===== config.mk =====
export PLATFORM = sky130hd
export DESIGN_NAME = player_flash_ctrl_flat
export DESIGN_NICKNAME = d
export VERILOG_FILES = /design/src/rtl/player_flash_ctrl_if.sv /design/src/rtl/player_flash_ctrl.sv /design/src/flat_wrapper.sv
export SDC_FILE = /design/constraint.sdc
export NUM_CORES = 1
export LEC_CHECK = 0
export CORE_MARGIN = 5
export CORE_UTILIZATION = 53
export DETAILED_ROUTE_END_ITERATION = 6
export PLACE_DENSITY = 0.74
export SETUP_SLACK_MARGIN = 0.02
export SLEW_MARGIN = 20
export SYNTH_ARGS = -nofsm -noshare
export SYNTH_HDL_FRONTEND = slang
export SYNTH_SLANG_ARGS = --single-unit

===== constraint.sdc =====
create_clock -name clk -period 4.91 [get_ports clk]
set_clock_uncertainty 0.2 [all_clocks]
set_input_delay 1.473 -clock clk [delete_from_list [all_inputs] [get_ports clk]]
set_output_delay 1.473 -clock clk [all_outputs]
set_load 0.02 [all_outputs]

===== src/rtl/player_flash_ctrl_if.sv =====
// Event inputs and blink outputs between game logic and one player's flash sequencer.
interface player_flash_ctrl_if;
  logic startOfFrame;
  logic pause;
  logic player_hit;
  logic powerup_taken;
  logic invert_player;
  logic invincible;
  logic busy;

  modport master (
    output startOfFrame, pause, player_hit, powerup_taken,
    input  invert_player, invincible, busy
  );

  modport slave (
    input  startOfFrame, pause, player_hit, powerup_taken,
    output invert_player, invincible, busy
  );
endinterface


===== src/rtl/player_flash_ctrl.sv =====
// Frame-counted blink sequencer: long invincible blink on a hit, short fast blink on a pickup.
module player_flash_ctrl #(
  parameter int HIT_FRAMES    = 120,
  parameter int HIT_TOGGLE    = 8,
  parameter int PICKUP_FRAMES = 30,
  parameter int PICKUP_TOGGLE = 3
) (
  input logic             clk,
  input logic             reset,
  player_flash_ctrl_if.slave pf
);
  localparam int MAX_FRAMES = (HIT_FRAMES > PICKUP_FRAMES) ? HIT_FRAMES : PICKUP_FRAMES;
  localparam int MAX_TOGGLE = (HIT_TOGGLE > PICKUP_TOGGLE) ? HIT_TOGGLE : PICKUP_TOGGLE;
  localparam int REM_W      = $clog2(MAX_FRAMES + 1);
  localparam int TOG_W      = (MAX_TOGGLE > 1) ? $clog2(MAX_TOGGLE) : 1;

  localparam logic [REM_W-1:0] HIT_LOAD    = REM_W'(HIT_FRAMES);
  localparam logic [REM_W-1:0] PICKUP_LOAD = REM_W'(PICKUP_FRAMES);
  localparam logic [TOG_W-1:0] HIT_LAST    = TOG_W'(HIT_TOGGLE - 1);
  localparam logic [TOG_W-1:0] PICKUP_LAST = TOG_W'(PICKUP_TOGGLE - 1);

  typedef enum logic [1:0] {
    IDLE         = 2'd0,
    HIT_FLASH    = 2'd1,
    PICKUP_FLASH = 2'd2
  } state_t;

  state_t           state_p0, state_nx;
  logic [REM_W-1:0] remain_p0, remain_nx;
  logic [TOG_W-1:0] tog_p0, tog_nx;
  logic             inv_p0, inv_nx;
  logic             invinc_p0;
  logic             busy_p0;

  logic             frame_tick;
  logic [TOG_W-1:0] tog_last;

  assign frame_tick = pf.startOfFrame && !pf.pause;
  assign tog_last   = (state_p0 == HIT_FLASH) ? HIT_LAST : PICKUP_LAST;

  always_comb begin
    state_nx  = state_p0;
    remain_nx = remain_p0;
    tog_nx    = tog_p0;
    inv_nx    = inv_p0;
    unique case (state_p0)
      IDLE: begin
        if (pf.player_hit) begin
          state_nx  = HIT_FLASH;
          remain_nx = HIT_LOAD;
          tog_nx    = '0;
          inv_nx    = 1'b1;
        end else if (pf.powerup_taken) begin
          state_nx  = PICKUP_FLASH;
          remain_nx = PICKUP_LOAD;
          tog_nx    = '0;
          inv_nx    = 1'b1;
        end
      end
      HIT_FLASH, PICKUP_FLASH: begin
        // Pickup flash can be preempted or restarted; an event always outranks the frame tick.
        if (state_p0 == PICKUP_FLASH && pf.player_hit) begin
          state_nx  = HIT_FLASH;
          remain_nx = HIT_LOAD;
          tog_nx    = '0;
          inv_nx    = 1'b1;
        end else if (state_p0 == PICKUP_FLASH && pf.powerup_taken) begin
          remain_nx = PICKUP_LOAD;
          tog_nx    = '0;
          inv_nx    = 1'b1;
        end else if (frame_tick) begin
          if (remain_p0 == REM_W'(1)) begin
            state_nx  = IDLE;
            remain_nx = '0;
            tog_nx    = '0;
            inv_nx    = 1'b0;
          end else begin
            remain_nx = remain_p0 - REM_W'(1);
            if (tog_p0 == tog_last) begin
              tog_nx = '0;
              inv_nx = ~inv_p0;
            end else begin
              tog_nx = tog_p0 + TOG_W'(1);
            end
          end
        end
      end
      default: begin
        state_nx  = IDLE;
        remain_nx = '0;
        tog_nx    = '0;
        inv_nx    = 1'b0;
      end
    endcase
  end

  always_ff @(posedge clk) begin
    if (reset) begin
      state_p0  <= IDLE;
      remain_p0 <= '0;
      tog_p0    <= '0;
      inv_p0    <= 1'b0;
      invinc_p0 <= 1'b0;
      busy_p0   <= 1'b0;
    end else begin
      state_p0  <= state_nx;
      remain_p0 <= remain_nx;
      tog_p0    <= tog_nx;
      inv_p0    <= inv_nx;
      invinc_p0 <= (state_nx == HIT_FLASH);
      busy_p0   <= (state_nx != IDLE);
    end
  end

  assign pf.invert_player = inv_p0;
  assign pf.invincible    = invinc_p0;
  assign pf.busy          = busy_p0;
endmodule


===== src/flat_wrapper.sv =====
// flat-port wrapper written by rule: the top's interface ports become plain ports
module player_flash_ctrl_flat 
#(
  parameter int HIT_FRAMES    = 120,
  parameter int HIT_TOGGLE    = 8,
  parameter int PICKUP_FRAMES = 30,
  parameter int PICKUP_TOGGLE = 3
)
  (clk, reset, pf_startOfFrame, pf_pause, pf_player_hit, pf_powerup_taken, pf_invert_player, pf_invincible, pf_busy);
  player_flash_ctrl_if pf_i ();
  input logic clk;
  input logic reset;
  input wire logic [$bits(pf_i.startOfFrame)-1:0] pf_startOfFrame;
  input wire logic [$bits(pf_i.pause)-1:0] pf_pause;
  input wire logic [$bits(pf_i.player_hit)-1:0] pf_player_hit;
  input wire logic [$bits(pf_i.powerup_taken)-1:0] pf_powerup_taken;
  output wire logic [$bits(pf_i.invert_player)-1:0] pf_invert_player;
  output wire logic [$bits(pf_i.invincible)-1:0] pf_invincible;
  output wire logic [$bits(pf_i.busy)-1:0] pf_busy;
  assign pf_i.startOfFrame = pf_startOfFrame;
  assign pf_i.pause = pf_pause;
  assign pf_i.player_hit = pf_player_hit;
  assign pf_i.powerup_taken = pf_powerup_taken;
  assign pf_invert_player = pf_i.invert_player;
  assign pf_invincible = pf_i.invincible;
  assign pf_busy = pf_i.busy;
  player_flash_ctrl #(.HIT_FRAMES(HIT_FRAMES), .HIT_TOGGLE(HIT_TOGGLE), .PICKUP_FRAMES(PICKUP_FRAMES), .PICKUP_TOGGLE(PICKUP_TOGGLE)) u_core (.clk(clk), .reset(reset), .pf(pf_i));
endmodule

==> impl_metrics.toml, run 1 <==
[synthesis]
synth_xor_area_share_pct = 2.602
postSynthNetCount = 131
synth_cells = 118
synth-compound-area-share_pct = 26.77
syn_area_per_cell_um2 = 8.557
synth_fa_ha_area_share_pct = 8.674
ys_seq_elements = 15
ys_seq_area_share_pct = 29.74
synth_edf_count = 0
ys.flop_type = "dfxtp_1"
synth_area_um2 = 1010
muxShareOfSynthArea_pct = 2.974
yosys_warnings = 0
yosys.area_share.simple_pct = 22.18
ys_types = 41
synthArstFlopShare_pct = 0
synth_top_family_by_area = "compound AO/OA/AOI/OAI gates"

[floorplanning]
core_area_um2 = 1764
die-height_um = 53.65
die-width_um = 53.65
start_util_pct = 57.23
design.die.area_um2 = 2878
rows = 15
io_pins = 9

[power]
static-leakage-power_nw = 0.4224
power_density_nw_per_um2 = 347.8
peakVddDrop_v = 0.0002141
totalPowerFinal_w = 0.0003859

[clock_tree]
clkTransAtPathRegs_ns = 0.08
cts_buffer_depth = 2
cts.sinks = 15
post_cts_buffers = 0
cts_buffers = 3
cts_root_buf = "clkbuf_4"
cts.htree.levels = 1
clkLatencyLatePin_ns = 0.29
cts_hold_buf = 0
cts_resized = 0
cts_tree = "yes"

[finish]
layout-drive-gt1-share_pct = 7.937
finalInstanceArea_um2 = 1110
layout_commonest_cell = "dfxtp_1"
area_growth_pct = 9.913
final_cell_mix = "dfxtp_1, inv_1, a21oi_1, clkdlybuf4s50_1, ha_1"
num_antenna_cells = 0
fillerInstances = 170
multi_input_comb_area_um2 = 638.1
nNetsFinal = 140
ff_latch_area_um2 = 300.3
final_cells = 151

[placement]
dpl_cell_area_um2 = 1084
dp_hpwl_um = 1672
gp_congestion = 0.8771
place_inst = 147
port_buffers = 8

[sta]
slew_viol_final = 0
relSlewSlack_pct = 25.05
rsz0062_at_grt = "false"
fin_crit_sh_pct = 74.08
setup_viol = 0
finalCriticalPeriod_ns = 3.637
setup_tns_ns = 0
tightest_slew_ns = 1.115
whs_ns = 0.3151
hold_viol = 0
fmax_mhz = 274.9

[setup_path]
crit_slowest_cell = "o31ai_1"
slowest_delay_ns = 0.91
arrival_ns = 3.64
end_kind = "register"
path_cells = "clkdlybuf4s50_1 > o21a_1 > o31ai_1 > a31oi_1 > a211oi_1"
crit_fanout = 11
worstSetupStartpointType = "input pin"
cp.required_ns = 4.92
critPathKind = "input pin to register"

[grt]
grt-ovfl-total = 0
grt_pass1_wl_um = 3788
antenna_found_initial = 0
grt_max_degree = 14
grt.total_usage_pct = 18.22
grt_pass1_vias = 852

[drt]
dr.first_iter.drc_count = 37
drc_errors = 0
via_count = 950
routed_wl_um = 2190
drt-wirelength-per-cell_um = 14.50
ant_nets = 0
dr.pass1.iters = 4
viasPerCell = 6.291

[job]
maxCapViolations = 0

[min_path]
min_path_type = "register to register"

[run_status]
status = "finished clean"
==> synthesized netlist by cell type, types with 2 or more instances <==
library cell / number / area share [%]
a211oi_1: 2 / 1.5
a21boi_0: 2 / 1.5
a21oi_1: 8 / 4.0
a31oi_1: 3 / 1.9
buf_2: 2 / 0.99
clkbuf_8: 2 / 2.7
dfxtp_1: 15 / 30
ha_1: 7 / 8.7
inv_1: 9 / 3.3
mux2i_1: 3 / 3.0
nand2_1: 6 / 2.2
nand3_1: 2 / 0.99
nand3b_1: 3 / 2.2
nor2_1: 5 / 1.9
nor2b_1: 3 / 1.9
nor3_1: 4 / 2.0
nor3b_1: 3 / 2.2
o2111ai_1: 2 / 1.7
o211ai_1: 3 / 2.2
o21a_1: 3 / 2.2
o21ai_0: 6 / 3.0
o31ai_1: 4 / 3.0
or4_1: 2 / 1.5
xor2_1: 2 / 1.7
==> cell type report <==
class | count | area share (%)
Multi-Input combinational cell | 90 | 57.50
Sequential cell | 15 | 27.06
Timing Repair Buffer | 8 | 7.215
Inverter | 9 | 3.044
Tap cell | 25 | 2.819
Clock buffer | 4 | 2.368
==> state kept, by name, summed over array words and instances, names as in the netlist <==
signal and cells:
u_core.pf.invert_player 1, u_core.remain_p0 7, u_core.state_p0 2, u_core.pf.busy 1, u_core.tog_p0 3, u_core.pf.invincible 1
==> critical path: cells and delay by family <==
family / cells / cell delay, ns
AOI/OAI and AO/OA: 4 / 1.66
buffers and inverters: 1 / 0.52
==> per-stage QoR <==
| step | setup WS (ns) | utilization, % |
|---|---|---|
| after floorplan | 2.070 | - |
| after global placement | 1.065 | 61.42 |
| after detailed placement | 0.9441 | 61.42 |
| after CTS | 1.271 | 62.91 |
| after global routing | 1.113 | 62.91 |
| final | 1.273 | 62.91 |
==> path summary, 6_finish.rpt <==
path,startpoint,endpoint,slack (ns),cells past startpoint
max,pf_player_hit,u_core.tog_p0[2],1.27,5
min,u_core.pf.invert_player,u_core.pf.invert_player,0.32,2
max reg2reg,u_core.state_p0[1],u_core.tog_p0[2],2.21,6
min reg2reg,u_core.pf.invert_player,u_core.pf.invert_player,0.32,2
==> power by group <==
group / switching [W] / total (W) / internal, W
registers: 0.0000213 / 0.000162 / 0.000141
logic: 0.0000837 / 0.000151 / 0.0000672
clock network: 0.0000411 / 0.0000728 / 0.0000316
total: 0.000146 / 0.000386 / 0.000240
==> layer usage <==
layer,up-vias,global-route usage (%),share of wire (%)
li1,459,-,-
met4,0,13.19,3.6
met5,-,0,0
met2,43,27.35,45
met1,437,23.70,45
met3,11,2.493,6.4
==> cell families (layout without fill, tap and decap cells) <==
logic type / count (synthesis) / in the layout
mux: 3 / 3
fa+ha+maj: 7 / 7
simple gates: 38 / 38
xor+xnor: 3 / 3
flops: 15 / 15
compound gates: 39 / 39
buf+inv: 13 / 21
No activity file was read; power rests on OpenSTA's default activity.
==> run 2: changes to the inputs <==
- clock period: 4.91 -> 3.39 ns (I/O delays scaled with it)
==> run 2 against run 1 <==
  * Via count down 2.2%
  * Setup slack worse by 0.67 ns
  * Count of clock-buffer cells in the layout unchanged
  * Critical endpoint is now u_core.tog_p0[1]
  * Largest power group unchanged
==> impl_metrics.toml, run 2 (synthesized netlist as in run 1, its figures left out) <==
[run_status]
status = "finished clean"

[clock_tree]
cts.sinks = 15
cts_tree = "yes"
cts_resized = 0
clkTransAtPathRegs_ns = 0.08
post_cts_buffers = 0
cts_root_buf = "clkbuf_4"
cts_buffer_depth = 2
cts_hold_buf = 0
cts.htree.levels = 1
cts_buffers = 3
clkLatencyLatePin_ns = 0.29

[drt]
routed_wl_um = 2236
dr.pass1.iters = 5
drc_errors = 0
drt-wirelength-per-cell_um = 14.43
ant_nets = 0
viasPerCell = 5.994
dr.first_iter.drc_count = 20
via_count = 929

[setup_path]
arrival_ns = 2.79
crit_buf_inv = 2
crit_slowest_cell = "or3b_2"
cp.required_ns = 3.40
crit_fanout = 11
worstSetupStartpointType = "input pin"
critPathTopFamily = "simple AND/OR/NAND/NOR gates"
end_kind = "register"
path_cells = "clkdlybuf4s50_1 > buf_4 > or3b_2 > o31ai_2 > a31oi_1 > nor3_1"
slowest_delay_ns = 0.50
critPathKind = "input pin to register"

[power]
internal_power_w = 0.0003512
swShare_pct = 37.80
seqPwrFrac_pct = 41.5
p_switching_w = 0.0002134
power_density_nw_per_um2 = 493.2
peakVddDrop_v = 0.0003850
static-leakage-power_nw = 0.4437
combPwrFrac_pct = 39.7
p_clk_share_pct = 18.7

[finish]
nNetsFinal = 144
layout-drive-gt1-share_pct = 11.54
largest_reg_flops = 7
area_growth_pct = 13.38
finalInstanceArea_um2 = 1145
layout_commonest_cell = "dfxtp_1"
final_cell_mix = "dfxtp_1, inv_1, a21oi_1, clkdlybuf4s50_1, ha_1"
reg.largest.list = "u_core.remain_p0 x7, u_core.tog_p0 x3, u_core.state_p0 x2"
num_antenna_cells = 0
top_register = "u_core.remain_p0"
final_cells = 155

[placement]
place_inst = 151
port_buffers = 8
dp_hpwl_um = 1759
dpl_cell_area_um2 = 1114
gp_congestion = 0.8574

[sta]
fin_crit_sh_pct = 82.14
fmax_mhz = 359.1
slew_viol_final = 0
hold_viol = 0
rsz0062_at_grt = "false"
relSlewSlack_pct = 49.83
setup_tns_ns = 0
tightest_slew_ns = 0.7457
setup_viol = 0
finalCriticalPeriod_ns = 2.785

[floorplanning]
core_area_um2 = 1764
start_util_pct = 57.23
die-width_um = 53.65
rows = 15
die-height_um = 53.65
design.die.area_um2 = 2878
io_pins = 9

[grt]
grt.total_usage_pct = 18.57
antenna_found_initial = 0
met2_usage_pct = 31.43
grt_pass1_wl_um = 3870
grt_max_degree = 12
grt-ovfl-total = 0
grt_pass1_vias = 844
grt_use_met3_pct = 2.493
grt_busiest_layer = "met2"
use_met1_pct = 22.83

[job]
maxCapViolations = 0

[min_path]
min_path_type = "register to register"
run 2: cell count changes in the layout (fill, tap and decap cells not counted), sizes merged:
cell,before,now
buf,0,4
run 2: area by class of cell:
cell class                 instances  area (um2)
clock buffer                       4       26.28
tap                               25       31.28
sequential                        15       300.3
timing repair buffer              12       110.1
fill                             171       619.3
inverter                           9       33.78
multi-input combinational         90       643.1
run 2: metrics by stage:
| stage | hold slack (ns) | util (%) | total power (W) | setup slack (ns) |
|---|---|---|---|---|
| floorplan | 0.2566 | - | 0.0004005 | 1.006 |
| global placement | 0.2839 | 63.12 | 0.0004499 | 0.05472 |
| detailed placement | 0.2936 | 63.12 | 0.0004590 | -0.03693 |
| CTS | 0.3090 | 64.61 | 0.0005620 | 0.2668 |
| global route | 0.3307 | 64.89 | 0.0006058 | 0.4617 |
| finish | 0.3086 | 64.89 | 0.0005647 | 0.6055 |
run 2: routing by layer:
| metal | share of wire (%) | routed length, um |
|---|---|---|
| met5 | 0 | 0 |
| met4 | 2.1 | 47 |
| met3 | 2.8 | 63 |
| met2 | 48 | 1082 |
| met1 | 47 | 1043 |
run 2: worst paths after layout:
kind	startpoint	endpoint	slack (ns)	depth (start not counted)
worst max-delay path	pf_powerup_taken	u_core.tog_p0[1]	0.61	6
worst min-delay path	u_core.pf.invert_player	u_core.pf.invert_player	0.31	2
worst max register to register	u_core.state_p0[0]	u_core.tog_p0[1]	0.98	6
worst min register to register	u_core.pf.invert_player	u_core.pf.invert_player	0.31	2
run 2: worst register-to-register path: stages, from the launching register on:
cell     delay [ns]
dfxtp_1        0.39
inv_1          0.10
ha_1           0.36
inv_1          0.15
o31ai_2        0.68
a31oi_1        0.22
nor3_1         0.23
run 2: power groups by stage:
stage | clock network, W | registers [W] | logic [W]
2_1_floorplan | 0 | 0.000239 | 0.000162
3_3_place_gp | 0 | 0.000237 | 0.000213
3_5_place_dp | 0 | 0.000238 | 0.000221
4_1_cts | 0.000106 | 0.000234 | 0.000222
5_1_grt | 0.000119 | 0.000239 | 0.000248
6_report | 0.000106 | 0.000234 | 0.000224
